--- config.mk ---
export PLATFORM = sky130hd
export DESIGN_NAME = amp3_i2s_scheduler_flat
export DESIGN_NICKNAME = d
export VERILOG_FILES = /design/src/rtl/amp3_pkg.sv /design/src/rtl/amp3_i2s_scheduler_if.sv /design/src/rtl/amp3_bclk_gen.sv /design/src/rtl/amp3_i2s_scheduler.sv /design/src/flat_wrapper.sv
export SDC_FILE = /design/constraint.sdc
export NUM_CORES = 1
export LEC_CHECK = 0
export CORE_UTILIZATION = 55
export CTS_BUF_LIST = sky130_fd_sc_hd__clkbuf_16
export DETAILED_ROUTE_END_ITERATION = 10
export DONT_BUFFER_PORTS = 1
export PLACE_DENSITY_LB_ADDON = 0.05
export SETUP_SLACK_MARGIN = 0.3
export SYNTH_ARGS = -nofsm -noshare
export SYNTH_HDL_FRONTEND = slang
export SYNTH_SLANG_ARGS = --single-unit
--- constraint.sdc ---
create_clock -name clk -period 6 [get_ports clk]
set_input_delay 0.3 -clock clk [delete_from_list [all_inputs] [get_ports clk]]
set_output_delay 0.3 -clock clk [all_outputs]
set_load 0.01 [all_outputs]
--- src/rtl/amp3_pkg.sv ---
// Shared definitions for the AMP3 I2S scheduler: FSM state encoding, channel codes and a slot helper.
package amp3_pkg;

    typedef logic [1:0] state_t;

    localparam state_t ST_OFF    = 2'd0;
    localparam state_t ST_WARMUP = 2'd1;
    localparam state_t ST_RUN    = 2'd2;
    localparam state_t ST_DRAIN  = 2'd3;

    localparam logic LEFT  = 1'b0;
    localparam logic RIGHT = 1'b1;

    // True when frame position pos carries a sample bit (one BCLK after each LRCLK edge).
    function automatic logic is_data_bit(input int pos, input int slotbits, input int datasize);
        return ((pos >= 1) && (pos <= datasize)) ||
               ((pos >= slotbits + 1) && (pos <= slotbits + datasize));
    endfunction

endpackage

--- src/rtl/amp3_i2s_scheduler_if.sv ---
// Stereo sample source handshake: the source presents a pair and holds it until ready strobes.
interface amp3_i2s_scheduler_if #(
    parameter int DATASIZE = 12
);
    logic                valid;
    logic [DATASIZE-1:0] data_l;
    logic [DATASIZE-1:0] data_r;
    logic                ready;

    modport master (output valid, data_l, data_r, input ready);
    modport slave  (input valid, data_l, data_r, output ready);
endinterface

--- src/rtl/amp3_bclk_gen.sv ---
// BCLK divider: toggles every CLKDIV clk cycles while running, flags the cycle that ends in a 1->0 edge.
module amp3_bclk_gen #(
    parameter int CLKDIV = 16
) (
    input  logic clk,
    input  logic rst,
    input  logic i_run,
    output logic o_bclk,
    output logic o_fall
);
    localparam int CW = (CLKDIV > 1) ? $clog2(CLKDIV) : 1;
    localparam logic [CW-1:0] CNT_LAST = CW'(CLKDIV - 1);

    logic [CW-1:0] r_cnt;
    logic          r_bclk;
    logic          w_wrap;

    assign w_wrap = (r_cnt == CNT_LAST);

    // NOTE: sequential state uses non-blocking assignments so every flop samples pre-edge values.
    always_ff @(posedge clk or posedge rst) begin
        if (rst) begin
            r_cnt  <= '0;
            r_bclk <= 1'b0;
        end else if (!i_run) begin
            r_cnt  <= '0;
            r_bclk <= 1'b0;
        end else if (w_wrap) begin
            r_cnt  <= '0;
            r_bclk <= ~r_bclk;
        end else begin
            r_cnt <= r_cnt + CW'(1);
        end
    end

    assign o_bclk = r_bclk;
    assign o_fall = i_run & r_bclk & w_wrap;
endmodule

--- src/rtl/amp3_i2s_scheduler.sv ---
// AMP3 I2S frame scheduler: power sequencing FSM, frame position counter, per-frame sticky
// arbitration between two stereo sources, and the serialising frame buffer.
module amp3_i2s_scheduler
    import amp3_pkg::*;
#(
    parameter int DATASIZE      = 12,
    parameter int SLOTBITS      = 16,
    parameter int CLKDIV        = 16,
    parameter int WARMUP_FRAMES = 4
) (
    input  logic                       clk,
    input  logic                       rst,
    input  logic                       i_enable,
    amp3_i2s_scheduler_if.slave        i_src0,
    amp3_i2s_scheduler_if.slave        i_src1,
    output logic                       o_owner,
    output logic                       o_underrun,
    output logic                       o_busy,
    output logic                       o_bclk,
    output logic                       o_lrclk,
    output logic                       o_sdata,
    output logic                       o_nshut
);
    localparam int FRAMEBITS = 2 * SLOTBITS;
    localparam int PW        = $clog2(FRAMEBITS);
    localparam int WW        = (WARMUP_FRAMES > 0) ? $clog2(WARMUP_FRAMES + 1) : 1;
    localparam int BW        = 2 * DATASIZE;
    localparam logic [PW-1:0] POS_LAST = PW'(FRAMEBITS - 1);

    state_t          r_state;
    state_t          w_state_nxt;
    logic [PW-1:0]   r_pos;
    logic [PW-1:0]   w_pos_nxt;
    logic            r_started;
    logic [WW-1:0]   r_warm;
    logic [BW-1:0]   r_buf;
    logic [BW-1:0]   w_pair;
    logic            r_owner;
    logic            r_lrclk;
    logic            r_sdata;
    logic            w_run;
    logic            w_fall;
    logic            w_frame_start;
    logic            w_warm_done;
    logic            w_serve;
    logic            w_own_valid;
    logic            w_oth_valid;
    logic            w_grant;
    logic            w_win;

    amp3_bclk_gen #(.CLKDIV(CLKDIV)) u_bclk_gen (
        .clk    (clk),
        .rst    (rst),
        .i_run  (w_run),
        .o_bclk (o_bclk),
        .o_fall (w_fall)
    );

    assign w_run = (r_state != ST_OFF);

    // The first fall after OFF opens a frame even though r_pos already reads 0.
    assign w_pos_nxt     = (!r_started || (r_pos == POS_LAST)) ? '0 : r_pos + PW'(1);
    assign w_frame_start = w_fall && (w_pos_nxt == '0);
    assign w_warm_done   = (r_warm == WW'(WARMUP_FRAMES));
    assign w_serve       = w_frame_start && i_enable &&
                           ((r_state == ST_RUN) || ((r_state == ST_WARMUP) && w_warm_done));

    // NOTE: every signal driven here gets a default first, so no path can infer a latch.
    always_comb begin
        w_own_valid = r_owner ? i_src1.valid : i_src0.valid;
        w_oth_valid = r_owner ? i_src0.valid : i_src1.valid;
        w_grant     = w_serve && (w_own_valid || w_oth_valid);
        w_win       = w_own_valid ? r_owner : ~r_owner;
        w_pair      = w_win ? {i_src1.data_l, i_src1.data_r} : {i_src0.data_l, i_src0.data_r};
    end

    assign i_src0.ready = w_grant && !w_win;
    assign i_src1.ready = w_grant && w_win;
    assign o_underrun   = w_serve && !w_grant;

    always_comb begin
        w_state_nxt = r_state;
        case (r_state)
            ST_OFF:    if (i_enable) w_state_nxt = ST_WARMUP;
            ST_WARMUP: begin
                if (!i_enable)                         w_state_nxt = ST_DRAIN;
                else if (w_frame_start && w_warm_done) w_state_nxt = ST_RUN;
            end
            ST_RUN:    if (!i_enable) w_state_nxt = ST_DRAIN;
            ST_DRAIN:  if (w_frame_start) w_state_nxt = ST_OFF;
            default:   w_state_nxt = ST_OFF;
        endcase
    end

    // NOTE: the frame buffer feeds SDATA directly, so it is reset like any control register.
    always_ff @(posedge clk or posedge rst) begin
        if (rst) begin
            r_state   <= ST_OFF;
            r_pos     <= '0;
            r_started <= 1'b0;
            r_warm    <= '0;
            r_buf     <= '0;
            r_owner   <= 1'b0;
            r_lrclk   <= LEFT;
            r_sdata   <= 1'b0;
        end else begin
            r_state <= w_state_nxt;
            if (w_grant) r_owner <= w_win;

            if (!w_run) begin
                r_pos     <= '0;
                r_started <= 1'b0;
                r_warm    <= '0;
                r_buf     <= '0;
                r_lrclk   <= LEFT;
                r_sdata   <= 1'b0;
            end else if (w_fall) begin
                r_pos     <= w_pos_nxt;
                r_started <= 1'b1;
                r_lrclk   <= (w_pos_nxt >= PW'(SLOTBITS)) ? RIGHT : LEFT;
                if (w_frame_start) begin
                    r_buf   <= w_grant ? w_pair : '0;
                    r_sdata <= 1'b0;
                    if ((r_state == ST_WARMUP) && !w_warm_done) r_warm <= r_warm + WW'(1);
                end else if (is_data_bit(int'(w_pos_nxt), SLOTBITS, DATASIZE)) begin
                    // Left and right sit back to back, so one left shift walks both slots.
                    r_sdata <= r_buf[BW-1];
                    r_buf   <= {r_buf[BW-2:0], 1'b0};
                end else begin
                    r_sdata <= 1'b0;
                end
            end
        end
    end

    assign o_owner = r_owner;
    assign o_busy  = w_run;
    assign o_nshut = w_run;
    assign o_lrclk = r_lrclk;
    assign o_sdata = r_sdata;
endmodule

--- src/flat_wrapper.sv ---
// flat-port wrapper written by rule: the top's interface ports become plain ports
module amp3_i2s_scheduler_flat import amp3_pkg::*;
#(
    parameter int DATASIZE      = 12,
    parameter int SLOTBITS      = 16,
    parameter int CLKDIV        = 16,
    parameter int WARMUP_FRAMES = 4
)
  (clk, rst, i_enable, o_owner, o_underrun, o_busy, o_bclk, o_lrclk, o_sdata, o_nshut, i_src0_valid, i_src0_data_l, i_src0_data_r, i_src0_ready, i_src1_valid, i_src1_data_l, i_src1_data_r, i_src1_ready);
  amp3_i2s_scheduler_if #(.DATASIZE(DATASIZE)) i_src0_i ();
  amp3_i2s_scheduler_if #(.DATASIZE(DATASIZE)) i_src1_i ();
  input  logic clk;
  input  logic rst;
  input  logic i_enable;
  output logic o_owner;
  output logic o_underrun;
  output logic o_busy;
  output logic o_bclk;
  output logic o_lrclk;
  output logic o_sdata;
  output logic o_nshut;
  input wire logic [$bits(i_src0_i.valid)-1:0] i_src0_valid;
  input wire logic [$bits(i_src0_i.data_l)-1:0] i_src0_data_l;
  input wire logic [$bits(i_src0_i.data_r)-1:0] i_src0_data_r;
  output wire logic [$bits(i_src0_i.ready)-1:0] i_src0_ready;
  input wire logic [$bits(i_src1_i.valid)-1:0] i_src1_valid;
  input wire logic [$bits(i_src1_i.data_l)-1:0] i_src1_data_l;
  input wire logic [$bits(i_src1_i.data_r)-1:0] i_src1_data_r;
  output wire logic [$bits(i_src1_i.ready)-1:0] i_src1_ready;
  assign i_src0_i.valid = i_src0_valid;
  assign i_src0_i.data_l = i_src0_data_l;
  assign i_src0_i.data_r = i_src0_data_r;
  assign i_src0_ready = i_src0_i.ready;
  assign i_src1_i.valid = i_src1_valid;
  assign i_src1_i.data_l = i_src1_data_l;
  assign i_src1_i.data_r = i_src1_data_r;
  assign i_src1_ready = i_src1_i.ready;
  amp3_i2s_scheduler #(.DATASIZE(DATASIZE), .SLOTBITS(SLOTBITS), .CLKDIV(CLKDIV), .WARMUP_FRAMES(WARMUP_FRAMES)) u_core (.clk(clk), .rst(rst), .i_enable(i_enable), .i_src0(i_src0_i), .i_src1(i_src1_i), .o_owner(o_owner), .o_underrun(o_underrun), .o_busy(o_busy), .o_bclk(o_bclk), .o_lrclk(o_lrclk), .o_sdata(o_sdata), .o_nshut(o_nshut));
endmodule
# == Yosys cells after proc, flatten, opt, wreduce, memory -nomap -nowiden ==
# Index checks and enable logic that the tools add are counted.
# word_totals
in_bits,53
word_cells,98
output_inout_bits,9
ff_bits,43
# op_classes
n_eq_ne,15
n_mux,35
add_sub_neg,3
order_cmp,5
reduce_logical,26
bitwise_logic,4
# op_table
operator,count
$mux 24,6
$mux 5,3
$mux 1,14
$logic_and 1x1->1,12
$mux 3,4
$ge 5x5->1 const B,2
$mux 2,5
$ne 2x1->1 const B,5
$mux 4,2
$pmux 2 s4,1
$add 5x1->5 const B,1
$eq 5x5->1 const B,1
$ge 5x1->1 const B,1
$le 5x4->1 const B,1
$le 5x5->1 const B,1
$logic_not 5->1,1
$add 4x1->4 const B,1
$eq 2x2->1 const B,2
$eq 4x4->1 const B,1
$logic_not 1->1,4
$logic_or 1x1->1,4
$ne 2x2->1 const B,2
$reduce_and 4->1,1
$add 3x1->3 const B,1
other kinds (10),12

# == Logic depth before layout (Yosys ltp) ==
# Gate-level depths: netlist of the first run.
# depth
depth_word,12
ltp_mapped,10
ltp_nobuf,8

# == Modules after synthesis ==
# Synthesis of the first run repeated with hierarchy kept, for this count alone.
# hier_totals
cells_unflattened,307
hier_area_um2,3024.2
# by_module_without_submodules
mod,area_per_inst_um2,seq_area_each_um2,n_inst,cells_each
amp3_i2s_scheduler,2792.7,950.9,1,288
amp3_bclk_gen,231.5,125.1,1,19

# == Worst setup path before layout of the first run ==
# No wires, ideal clock.
# synth_path
path_kind,reg-to-output
startpoint,register u_core.r_pos[0]
endpoint,output o_underrun
n_path_buf,1
setup_slack_ps,3528
t_arrival_ps,2172
stages_incl_launch_ff,8
t_required_ps,5700
path_cell_list,dfrtp_1 > ha_1 > and3_1 > ha_1 > nor3_1 > a21oi_2 > buf_2 > nor4_1
# synth_between
elab_chain_len,10
word_cells_on_any_way,11
classes_between,1 x add/sub; 1 x eq/ne; 1 x mux; 8 x reduce/logical
# synth_rtl
item,line,rtl
start: declaration,amp3_i2s_scheduler.sv:32,logic [PW-1:0] r_pos;
start signal: assignment,amp3_i2s_scheduler.sv:118,r_pos <= w_pos_nxt;
"parallel branches: the longest is 2 deep, another holds $add 5x1->5",n/a,
$mux 5 *,amp3_i2s_scheduler.sv:62,assign w_pos_nxt = (!r_started || (r_pos == POS_LAST)) ? '0 : r_pos + PW'(1);
$logic_not 5->1 *,amp3_i2s_scheduler.sv:63,assign w_frame_start = w_fall && (w_pos_nxt == '0);
$logic_and 1x1->1 *,amp3_i2s_scheduler.sv:63,
$logic_and 1x1->1 * (2 in a row),amp3_i2s_scheduler.sv:65,assign w_serve = w_frame_start && i_enable &&
$logic_and 1x1->1,amp3_i2s_scheduler.sv:72,w_grant = w_serve && (w_own_valid || w_oth_valid);
$logic_not 1->1,amp3_i2s_scheduler.sv:79,assign o_underrun = w_serve && !w_grant;
$logic_and 1x1->1 *,amp3_i2s_scheduler.sv:79,
end: declaration,flat_wrapper.sv:16,output logic o_underrun;
# Every way passes the cells marked *.

# == Worst setup path after layout of the first run ==
# layout_path
startpoint,register u_core.r_pos[0]
endpoint,output i_src0_ready
# layout_between
elab_chain_len,9
word_cells_on_any_way,10
classes_between,1 x add/sub; 1 x eq/ne; 1 x mux; 7 x reduce/logical
# layout_rtl
item,line,rtl
"parallel branches: the longest is 2 deep, another holds $add 5x1->5",n/a,
$mux 5 *,amp3_i2s_scheduler.sv:62,
$logic_not 5->1 *,amp3_i2s_scheduler.sv:63,
$logic_and 1x1->1 *,amp3_i2s_scheduler.sv:63,
$logic_and 1x1->1 * (2 in a row),amp3_i2s_scheduler.sv:65,
$logic_and 1x1->1 *,amp3_i2s_scheduler.sv:72,
$logic_and 1x1->1 *,amp3_i2s_scheduler.sv:77,assign i_src0.ready = w_grant && !w_win;
end: declaration,flat_wrapper.sv:25,output wire logic [$bits(i_src0_i.ready)-1:0] i_src0_ready;
# Marked as above.

==> flow_metrics.env, run 1 <==
export IMPL_drt_iter0_drc=110
export IMPL_place_congestion=0.9546
export IMPL_cpPeakStageDelay_ns=0.53
export IMPL_fin_crit_sh=0.4928
export IMPL_grt_max_degree=44
export IMPL_place_area_mm2=0.002695
export IMPL_async_flop_share=1.000
export IMPL_slowest_stage="a21oi_2"
export IMPL_cap_viol_max_count=0
export IMPL_reg2reg_slack_ns=3.11
export IMPL_cp_arrival_ns=2.66
export IMPL_cp_start_kind="flip-flop"
export IMPL_grt_use_total=0.2081
export IMPL_fp_dieW_um=72.15
export IMPL_required_ns=5.70
export IMPL_holdBufCountCts=0
export IMPL_antenna_found_initial=0
export IMPL_rsz0062_at_grt="false"
export IMPL_ys_warn_count=0
export IMPL_crit_family="simple AND/OR/NAND/NOR gates"
export IMPL_dieArea_mm2=0.005205
export IMPL_cts_buffer_depth=2
export IMPL_tns_ns=0
export IMPL_clkTransAtPathRegs_ns=0.06
export IMPL_slew_headroom=0.2641
export IMPL_drive_gt1_frac=0.07224
export IMPL_p_leak_nw=1.084
export IMPL_worst_skew_pair_late_latency_ns=0.28
export IMPL_vias=2040
export IMPL_status="completed"
export IMPL_first_global_vias=1855
export IMPL_cts_tree="yes"
export IMPL_ys_ff_latch=43
export IMPL_hp_class="in -> async"
export IMPL_p_per_area_mw_per_mm2=293.3
export IMPL_final_core_util=0.6013
export IMPL_clockRootBuffer="clkbuf_16"
export IMPL_hpwl_um=3568
export IMPL_r2r_end="u_core.r_buf[18]"
export IMPL_first_pass_iters=4
export IMPL_max_freq_mhz=338.2
export IMPL_ir_drop_uv=238.1
export IMPL_drc=0
export IMPL_start_util=0.5730
export IMPL_worstSetupEndpointType="primary output"
export IMPL_syn_cell_area_mm2=0.002706
export IMPL_syn_inst=276
export IMPL_criticalPathCategory="reg -> out"
export IMPL_syn2layout_area_growth_pct=4.947
export IMPL_num_fill_cells=401
export IMPL_ff2ff_path_depth=7
export IMPL_maxSlewViolCount=0
export IMPL_cts_htree_levels=2
export IMPL_pin_count=62
export IMPL_critical_path_buf_inv_count=0
export IMPL_antenna_left=0
export IMPL_finalCriticalPeriod_ns=2.957
export IMPL_antenna_cells=0
export IMPL_stdcell_area_mm2=0.002840
export IMPL_finClkSkew_ns=0.006984
export IMPL_post_cts_buffers=0
export IMPL_die_h_um=72.15
export IMPL_nets=324
export IMPL_ys_seq_area_frac=0.3976
export IMPL_cts_sinks=43
export IMPL_yosysUniqueCellTypes=45
export IMPL_grt_pass1_wl_um=8562
export IMPL_final_setup_viol_count=0
export IMPL_final_common_cell="dfrtp_1"
export IMPL_cts_resized_gates=0
export IMPL_row_count=25
export IMPL_wl_per_cell_um=15.90
export IMPL_ys_flop_type="dfrtp_1"
export IMPL_path_max_fanout=13
export IMPL_synthesis_nets=338
export IMPL_whs_ns=0.03151
export IMPL_final_cell_mix="dfrtp_1, nor2_1, a32oi_1"
export IMPL_synth_avg_cell_area_um2=9.806
export IMPL_core_area_mm2=0.004723
export IMPL_worstPathCellList="ha_1, and3_1, ha_1, nor2b_1, nor3_1, a21oi_2, nor3_1"
export IMPL_worst_slew_pin_slew_ns=1.104
export IMPL_cts_made_buffers=5
export IMPL_finalHoldViolations=0
export IMPL_rr_startpoint="u_core.r_pos[0]"
export IMPL_synth_edf_count=0
export IMPL_overflow=0
export IMPL_vias_per_cell=6.182
export IMPL_port_buffers=0
export IMPL_wirelength_um=5247
flip-flops by register name, indices dropped and copies added, names as in the netlist:
name / cells
u_core.o_lrclk: 1
u_core.o_owner: 1
u_core.o_sdata: 1
u_core.r_buf: 24
u_core.r_pos: 5
u_core.r_started: 1
u_core.r_state: 2
u_core.r_warm: 3
u_core.u_bclk_gen.o_bclk: 1
u_core.u_bclk_gen.r_cnt: 4
metrics by stage:
step | worst slack (ns) | cells | power, W
floorplan | 3.528 | 276 | 0.0005493
global placement | 3.216 | 322 | 0.0005827
detailed placement | 3.138 | 322 | 0.0005832
CTS | 3.047 | 330 | 0.0008465
global route | 2.848 | 330 | 0.0008795
finish | 3.043 | 330 | 0.0008329
Yosys cell counts, types with 4 or more instances:
cell | count | area [um^2]
dfrtp_1 | 43 | 1076
buf_2 | 4 | 20.02
nand3_1 | 4 | 20.02
o2bb2ai_1 | 23 | 201.4
a32oi_1 | 25 | 219.0
clkbuf_1 | 14 | 52.55
o21ai_0 | 5 | 25.02
inv_1 | 12 | 45.04
a21oi_1 | 12 | 60.06
nor2_1 | 37 | 138.9
nor3_1 | 5 | 25.02
nand2_1 | 11 | 41.29
nand4_1 | 4 | 25.02
mux2i_1 | 23 | 230.2
ha_1 | 9 | 112.6
routing by layer:
| layer | global-route usage | part of all wire | vias to the layer above | wire, um |
|---|---|---|---|---|
| met5 | 0 | 0 | - | 0 |
| met4 | 0.06754 | 0.0071 | 0 | 37 |
| met3 | 0.04306 | 0.047 | 4 | 249 |
| met2 | 0.3281 | 0.46 | 43 | 2433 |
| met1 | 0.2884 | 0.48 | 981 | 2526 |
| li1 | - | - | 1012 | - |
logic make-up (layout without fill, tap and decap cells):
| group | count (synthesis) | count (layout) | synth area share |
|---|---|---|---|
| flops | 43 | 43 | 0.3976 |
| fa+ha+maj | 9 | 9 | 0.04161 |
| mux | 24 | 24 | 0.08923 |
| buf+inv | 35 | 22 | 0.06010 |
| simple gates | 79 | 79 | 0.1415 |
| compound gates | 81 | 81 | 0.2538 |
| xor+xnor | 5 | 5 | 0.01618 |
report_power, final:
| part | internal [W] | switching (W) |
|---|---|---|
| registers | 0.000312 | 0.0000224 |
| logic | 0.0000867 | 0.000154 |
| clock network | 0.000153 | 0.000105 |
| total | 0.000551 | 0.000282 |
area by class of cell:
type / count / area, um^2 / area share
flip-flops and latches: 43 / 1076 / 0.3789
clock inverters: 3 / 20.02 / 0.007048
multi-input cells: 198 / 1475 / 0.5194
clock buffers: 5 / 125.1 / 0.04405
inverters: 12 / 45.04 / 0.01586
well taps: 67 / 83.83 / 0.02952
repair buffers: 2 / 15.01 / 0.005286
worst max-delay path by stage:
stage	slack [ns]	cells past startpoint	endpoint	startpoint
after global placement	3.22	6	u_core.r_state[1]	u_core.r_state[0]
final	3.04	7	i_src0_ready	u_core.r_pos[0]
after detailed placement	3.14	8	u_core.r_state[1]	u_core.r_pos[0]
after floorplan	3.53	7	o_underrun	u_core.r_pos[0]
after global routing	2.85	7	u_core.r_buf[18]	u_core.r_pos[0]
after CTS	3.05	7	i_src0_ready	u_core.r_pos[0]
(Power assumes the default switching activity.)
==> inputs of run 2 (changes only) <==
- clock period: 6 -> 2.49 ns (I/O delays scaled with it)
==> flow_metrics.env, run 2 (synthesis gave the netlist of run 1 again) <==
export IMPL_clockRootBuffer="clkbuf_16"
export IMPL_drive_gt1_frac=0.1993
export IMPL_top_register="u_core.r_buf"
export IMPL_row_count=25
export IMPL_dieArea_mm2=0.005205
export IMPL_clkTransAtPathRegs_ns=0.06
export IMPL_grt_max_degree=44
export IMPL_pin_count=62
export IMPL_p_leak_nw=1.273
export IMPL_status="completed"
export IMPL_drt_iter0_drc=109
export IMPL_syn2layout_area_growth_pct=22.15
export IMPL_wl_per_cell_um=18.38
export IMPL_tns_ns=0
export IMPL_finalHoldViolations=0
export IMPL_overflow=0
export IMPL_port_buffers=0
export IMPL_criticalPathCategory="reg -> out"
export IMPL_multiInputGateArea_mm2=0.001614
export IMPL_rr_startpoint="u_core.r_pos[1]"
export IMPL_r2r_end="u_core.r_buf[17]"
export IMPL_rsz0062_at_grt="true"
export IMPL_first_global_vias=2036
export IMPL_cap_viol_max_count=0
export IMPL_vias_per_cell=6.291
export IMPL_hold_path_depth=2
export IMPL_grt_pass1_wl_um=10100
export IMPL_stdcell_area_mm2=0.003306
export IMPL_antenna_left=0
export IMPL_num_fill_cells=361
export IMPL_antenna_found_initial=0
export IMPL_required_ns=2.37
export IMPL_worstSetupEndpointType="primary output"
export IMPL_first_pass_iters=4
export IMPL_nets=352
export IMPL_cts_tree="yes"
export IMPL_reg2reg_slack_ns=0.22
export IMPL_start_util=0.5730
export IMPL_wirelength_um=6580
export IMPL_maxSlewViolCount=0
export IMPL_die_h_um=72.15
export IMPL_top_regs="u_core.r_buf (24), u_core.r_pos (5), u_core.u_bclk_gen.r_cnt (4)"
export IMPL_slew_headroom=0.6371
export IMPL_path_max_fanout=8
export IMPL_max_freq_mhz=439.4
export IMPL_final_cell_mix="dfrtp_1, nor2_1, a32oi_1"
export IMPL_final_common_cell="dfrtp_1"
export IMPL_fp_dieW_um=72.15
export IMPL_largest_register_ffs=24
export IMPL_drc=0
export IMPL_finClkSkew_ns=0.004538
export IMPL_place_congestion=0.8491
export IMPL_cts_buffer_depth=2
export IMPL_final_setup_viol_count=0
export IMPL_cts_sinks=43
export IMPL_finalCriticalPeriod_ns=2.276
export IMPL_cp_arrival_ns=2.15
export IMPL_grt_use_total=0.2558
export IMPL_worst_slew_pin_slew_ns=0.5444
export IMPL_worst_skew_pair_late_latency_ns=0.28
export IMPL_hpwl_um=4099
export IMPL_antenna_cells=0
export IMPL_core_area_mm2=0.004723
export IMPL_vias=2252
export IMPL_cts_htree_levels=2
export IMPL_fin_crit_sh=0.9140
export IMPL_ff2ff_path_depth=8
export IMPL_finalPower_w=0.002176
export IMPL_cts_made_buffers=5
export IMPL_holdPathEnd="u_core.o_owner"
export IMPL_ir_drop_uv=504.9
export IMPL_regArea_mm2=0.001076
export IMPL_p_per_area_mw_per_mm2=658.3
export IMPL_place_area_mm2=0.002860
export IMPL_hp_class="in -> reg"
export IMPL_worstHoldStart="i_src0_valid"
export IMPL_cp_start_kind="flip-flop"
[run 2: cell type report]
| class | instances | area share |
|---|---|---|
| clock inverter | 3 | 0.004542 |
| sequential | 43 | 0.3255 |
| clock buffer | 5 | 0.03785 |
| tap | 67 | 0.02536 |
| timing repair buffer | 30 | 0.1048 |
| inverter | 12 | 0.01363 |
| multi-input combinational | 198 | 0.4883 |
[run 2: through the flow]
stage / hold slack, ns / utilization / worst slack [ns] / std cells
after floorplan: 0.3019 / - / 0.3221 / 276
after global placement: 0.1953 / 0.6056 / 0.2290 / 336
after detailed placement: 0.1881 / 0.6056 / 0.1991 / 336
after CTS: 0.08772 / 0.6713 / 0.1993 / 353
after global routing: 0.1067 / 0.6999 / 0.1463 / 358
final: 0.09037 / 0.6999 / 0.2140 / 358
[run 2: layer usage]
layer | GRT usage | up-vias | wire length [um]
met1 | 0.3569 | 1102 | 2996
li1 | - | 1070 | -
met2 | 0.3988 | 63 | 3093
met5 | 0 | - | 0
met4 | 0.09150 | 0 | 214
met3 | 0.05000 | 17 | 275
[run 2: power breakdown]
group	leakage, nW	internal (W)	switching, W
registers	0.591	0.000750	0.0000597
clock network	0.0649	0.000364	0.000266
logic	0.617	0.000309	0.000426
total	1.27	0.00142	0.000752
[run 2: worst max-delay path, cell delays in order, from the launching register on]
cell and delay (ns):
dfrtp_1 0.41, ha_4 0.25, or4b_4 0.49, o32ai_4 0.16, a21oi_4 0.10, buf_6 0.15
nor4_4 0.14, buf_4 0.16
[run 2: worst max-delay path by stage]
| stage | endpoint | from | slack (ns) | depth (start not counted) |
|---|---|---|---|---|
| after floorplan | u_core.r_buf[15] | u_core.r_pos[0] | 0.32 | 8 |
| after global placement | u_core.r_warm[0] | u_core.r_pos[0] | 0.23 | 7 |
| after detailed placement | u_core.r_warm[0] | u_core.r_pos[0] | 0.20 | 7 |
| after CTS | o_underrun | u_core.r_pos[1] | 0.20 | 7 |
| after global routing | u_core.r_buf[17] | u_core.r_pos[1] | 0.15 | 8 |
| final | o_underrun | u_core.r_pos[1] | 0.21 | 7 |
[run 2: repair_timing]
action / 4_1_cts / 5_1_grt
hold buffers: 2 / 0
cloned: 1 / 2
endpoints found under the setup margin: 30 / 33
pin swaps: 6 / 8
resized for setup: 15 / 10
hold endpoints to repair: 44 / 0
buffers inserted: 6 / 3
==> inputs of run 3 (changes only) <==
- CORE_ASPECT_RATIO: not set -> 0.8
- SYNTH_HIERARCHICAL: not set -> 1
==> flow_metrics.env, run 3 <==
export IMPL_status="finished, violations left"
export IMPL_ir_drop_uv=450.6
export IMPL_ys_seq_area_frac=0.3558
export IMPL_criticalPathCategory="reg -> reg"
export IMPL_place_congestion=0.8551
export IMPL_grt_max_degree=34
export IMPL_slowest_stage="dfrtp_2"
export IMPL_yosysMostFrequentCell="dfrtp_1"
export IMPL_top_regs="u_core/r_buf (24), u_core/r_pos (5), u_core/u_bclk_gen/r_cnt (4)"
export IMPL_cts_sinks=43
export IMPL_rsz0062_at_grt="true"
export IMPL_drc=4
export IMPL_regArea_mm2=0.001082
export IMPL_synth_edf_count=0
export IMPL_port_buffers=0
export IMPL_finalCriticalPeriod_ns=2.346
export IMPL_dr_max_layer_used="met4"
export IMPL_path_max_fanout=5
export IMPL_ys_warn_count=6
export IMPL_die_h_um=68.32
export IMPL_p_leak_nw=1.571
export IMPL_wl_per_cell_um=22.46
export IMPL_pin_count=62
export IMPL_synth_avg_cell_area_um2=9.851
export IMPL_antenna_cells=0
export IMPL_cts_buffer_depth=2
export IMPL_largest_register_ffs=24
export IMPL_synth_common_cells="dfrtp_1, inv_1, o21ai_0, a32oi_1, a2bb2oi_1"
export IMPL_antenna_left=0
export IMPL_cts_tree="yes"
export IMPL_hpwl_um=4803
export IMPL_cts_htree_levels=2
export IMPL_core_area_mm2=0.005151
export IMPL_yosysTopAreaCellShare=0.3558
export IMPL_row_count=23
export IMPL_cap_viol_max_count=0
export IMPL_final_setup_viol_count=0
export IMPL_hp_class="in -> reg"
export IMPL_wirelength_um=9027
export IMPL_synthesis_nets=369
export IMPL_grt_pass1_wl_um=12540
export IMPL_route_met2_wl_um=4222
export IMPL_syn_inst=307
export IMPL_finalPower_w=0.002031
export IMPL_first_pass_iters=10
export IMPL_dieArea_mm2=0.005801
export IMPL_p_per_area_mw_per_mm2=524.6
export IMPL_tns_ns=0
export IMPL_top_register="u_core/r_buf"
export IMPL_multiInputGateArea_mm2=0.001916
export IMPL_required_ns=2.66
export IMPL_num_fill_cells=369
export IMPL_worstSetupEndpointType="flip-flop"
export IMPL_ys_ff_latch=43
export IMPL_intPower_w=0.001350
export IMPL_syn_cell_area_mm2=0.003024
export IMPL_finalHoldViolations=0
export IMPL_overflow=0
export IMPL_max_freq_mhz=426.2
export IMPL_place_area_mm2=0.003124
export IMPL_async_flop_share=1.000
export IMPL_vias_per_cell=6.950
export IMPL_critical_path_buf_inv_count=2
export IMPL_violations="design-rule violations"
export IMPL_dpl_worst_slack_ns=0.1420
export IMPL_yosysTopAreaCell="dfrtp_1"
export IMPL_crit_family="compound AO/OA/AOI/OAI gates"
export IMPL_final_common_cell="dfrtp_1"
export IMPL_grt_use_total=0.2863
export IMPL_first_global_vias=2344
export IMPL_wl_met1_um=3864
export IMPL_worst_slew_pin_slew_ns=0.7189
export IMPL_cp_start_kind="flip-flop"
export IMPL_syn2layout_area_growth_pct=28.01
export IMPL_synth_area_top_cells="dfrtp_1, a221oi_2, a32oi_1"
export IMPL_fp_dieW_um=84.91
export IMPL_finClkSkew_ns=0.01067
export IMPL_maxSlewViolCount=0
export IMPL_wl_met3_um=804
export IMPL_power_switching_w=0.0006807
export IMPL_clockRootBuffer="clkbuf_16"
export IMPL_pwr_share_clk=0.322
export IMPL_worst_skew_pair_late_latency_ns=0.29
export IMPL_pwr_share_seq=0.394
export IMPL_worstPathCellList="ha_4, or2b_4, a2111oi_4, buf_4, buf_6, o21ai_4, a221o_1, a311o_1"
export IMPL_ys_flop_type="dfrtp_1"
export IMPL_yosysUniqueCellTypes=50
export IMPL_stdcell_area_mm2=0.003871
export IMPL_nets=401
export IMPL_cpPeakStageDelay_ns=0.43
export IMPL_swShare=0.3352
export IMPL_pwr_share_comb=0.284
export IMPL_final_setup_worst_slack_ns=0.1438
export IMPL_vias=2794
export IMPL_drive_gt1_frac=0.3588
export IMPL_clkTransAtPathRegs_ns=0.07
export IMPL_cts_made_buffers=5
export IMPL_antenna_found_initial=0
export IMPL_fin_crit_sh=0.9423
export IMPL_slew_headroom=0.5202
export IMPL_start_util=0.5871
export IMPL_drt_iter0_drc=287
export IMPL_cp_arrival_ns=2.52
export IMPL_final_cell_mix="dfrtp_1, buf_4, inv_1"
[run 3: changes by cell type in the layout (fill, tap and decap cells not counted), moves of 14 or more]
cell and delta:
a221oi_2 +21, nor2_1 -24, o2bb2ai_1 -23, a2bb2oi_1 +17
o21ai_0 +26, buf_4 +14, mux2i_1 -20, inv_1 +20
[run 3: metal layers]
layer / track usage / vias to the layer above
met4: 0.05508 / 0
met5: 0 / -
li1: - / 1256
met3: 0.05669 / 17
met1: 0.4167 / 1369
met2: 0.4482 / 152
[run 3: worst paths after layout]
| kind | endpoint | startpoint | cells past startpoint | slack, ns |
|---|---|---|---|---|
| hold / removal | u_core/o_owner | i_src1_valid | 2 | 0.05 |
| hold reg to reg | u_core/u_bclk_gen/r_cnt[0] | u_core/u_bclk_gen/r_cnt[0] | 1 | 0.50 |
| setup / recovery | u_core/r_state[0] | u_core/r_pos[1] | 8 | 0.14 |
| max in group asynchronous | u_core/r_state[1] | rst | 3 | 1.40 |
| min in group asynchronous | u_core/u_bclk_gen/r_cnt[1] | rst | 2 | 0.21 |
| setup reg to reg | u_core/r_state[0] | u_core/r_pos[1] | 8 | 0.14 |
[run 3: timing repair]
action	in CTS	in global routing
gates cloned	2	4
buffers inserted	13	15
resized for setup	17	30
setup endpoints to repair	30	33
hold endpoints to repair	23	0
pin swaps	6	14
hold buffers	2	0
[run 3: cell families (layout without fill, tap and decap cells)]
kind of cell	after synthesis	after routing	share of synthesized area
compound gates	130	132	0.3910
buf+inv	61	92	0.09764
simple gates	57	57	0.09682
flops	43	43	0.3558
fa+ha+maj	9	9	0.03724
xor+xnor	5	5	0.01448
mux	2	2	0.007033
[run 3: worst reg2reg max path: stages, from the launching register on]
cell and delay, ns:
dfrtp_2 0.43, ha_4 0.26, or2b_4 0.27, a2111oi_4 0.30
buf_4 0.18, buf_6 0.10, o21ai_4 0.08, a221o_1 0.27
a311o_1 0.34
[run 3: cell type report]
type                            instances  share of cell area
Clock buffer                            5             0.03232
Clock inverter                          3            0.005171
Inverter                               34             0.03394
Multi-Input combinational cell        205              0.4948
Sequential cell                        43              0.2796
Tap cell                               62             0.02004
Timing Repair Buffer                   50              0.1341
[run 3: power by group through the flow]
stage / combinational [W] / sequential (W) / clock, W
finish: 0.000577 / 0.000800 / 0.000653
global route: 0.000628 / 0.000806 / 0.000689
CTS: 0.000541 / 0.000799 / 0.000651
detailed placement: 0.000533 / 0.000811 / 0
global placement: 0.000534 / 0.000810 / 0
floorplan: 0.000443 / 0.000798 / 0
[run 3: stage by stage]
| step | instances | util | hold WS, ns |
|---|---|---|---|
| 3_3_place_gp | 358 | 0.6065 | -0.07336 |
| 5_1_grt | 402 | 0.7515 | 0.06230 |
| 2_1_floorplan | 307 | - | -0.09698 |
| 4_1_cts | 383 | 0.6840 | 0.05935 |
| 6_report | 402 | 0.7515 | 0.05481 |
| 3_5_place_dp | 358 | 0.6065 | -0.07445 |
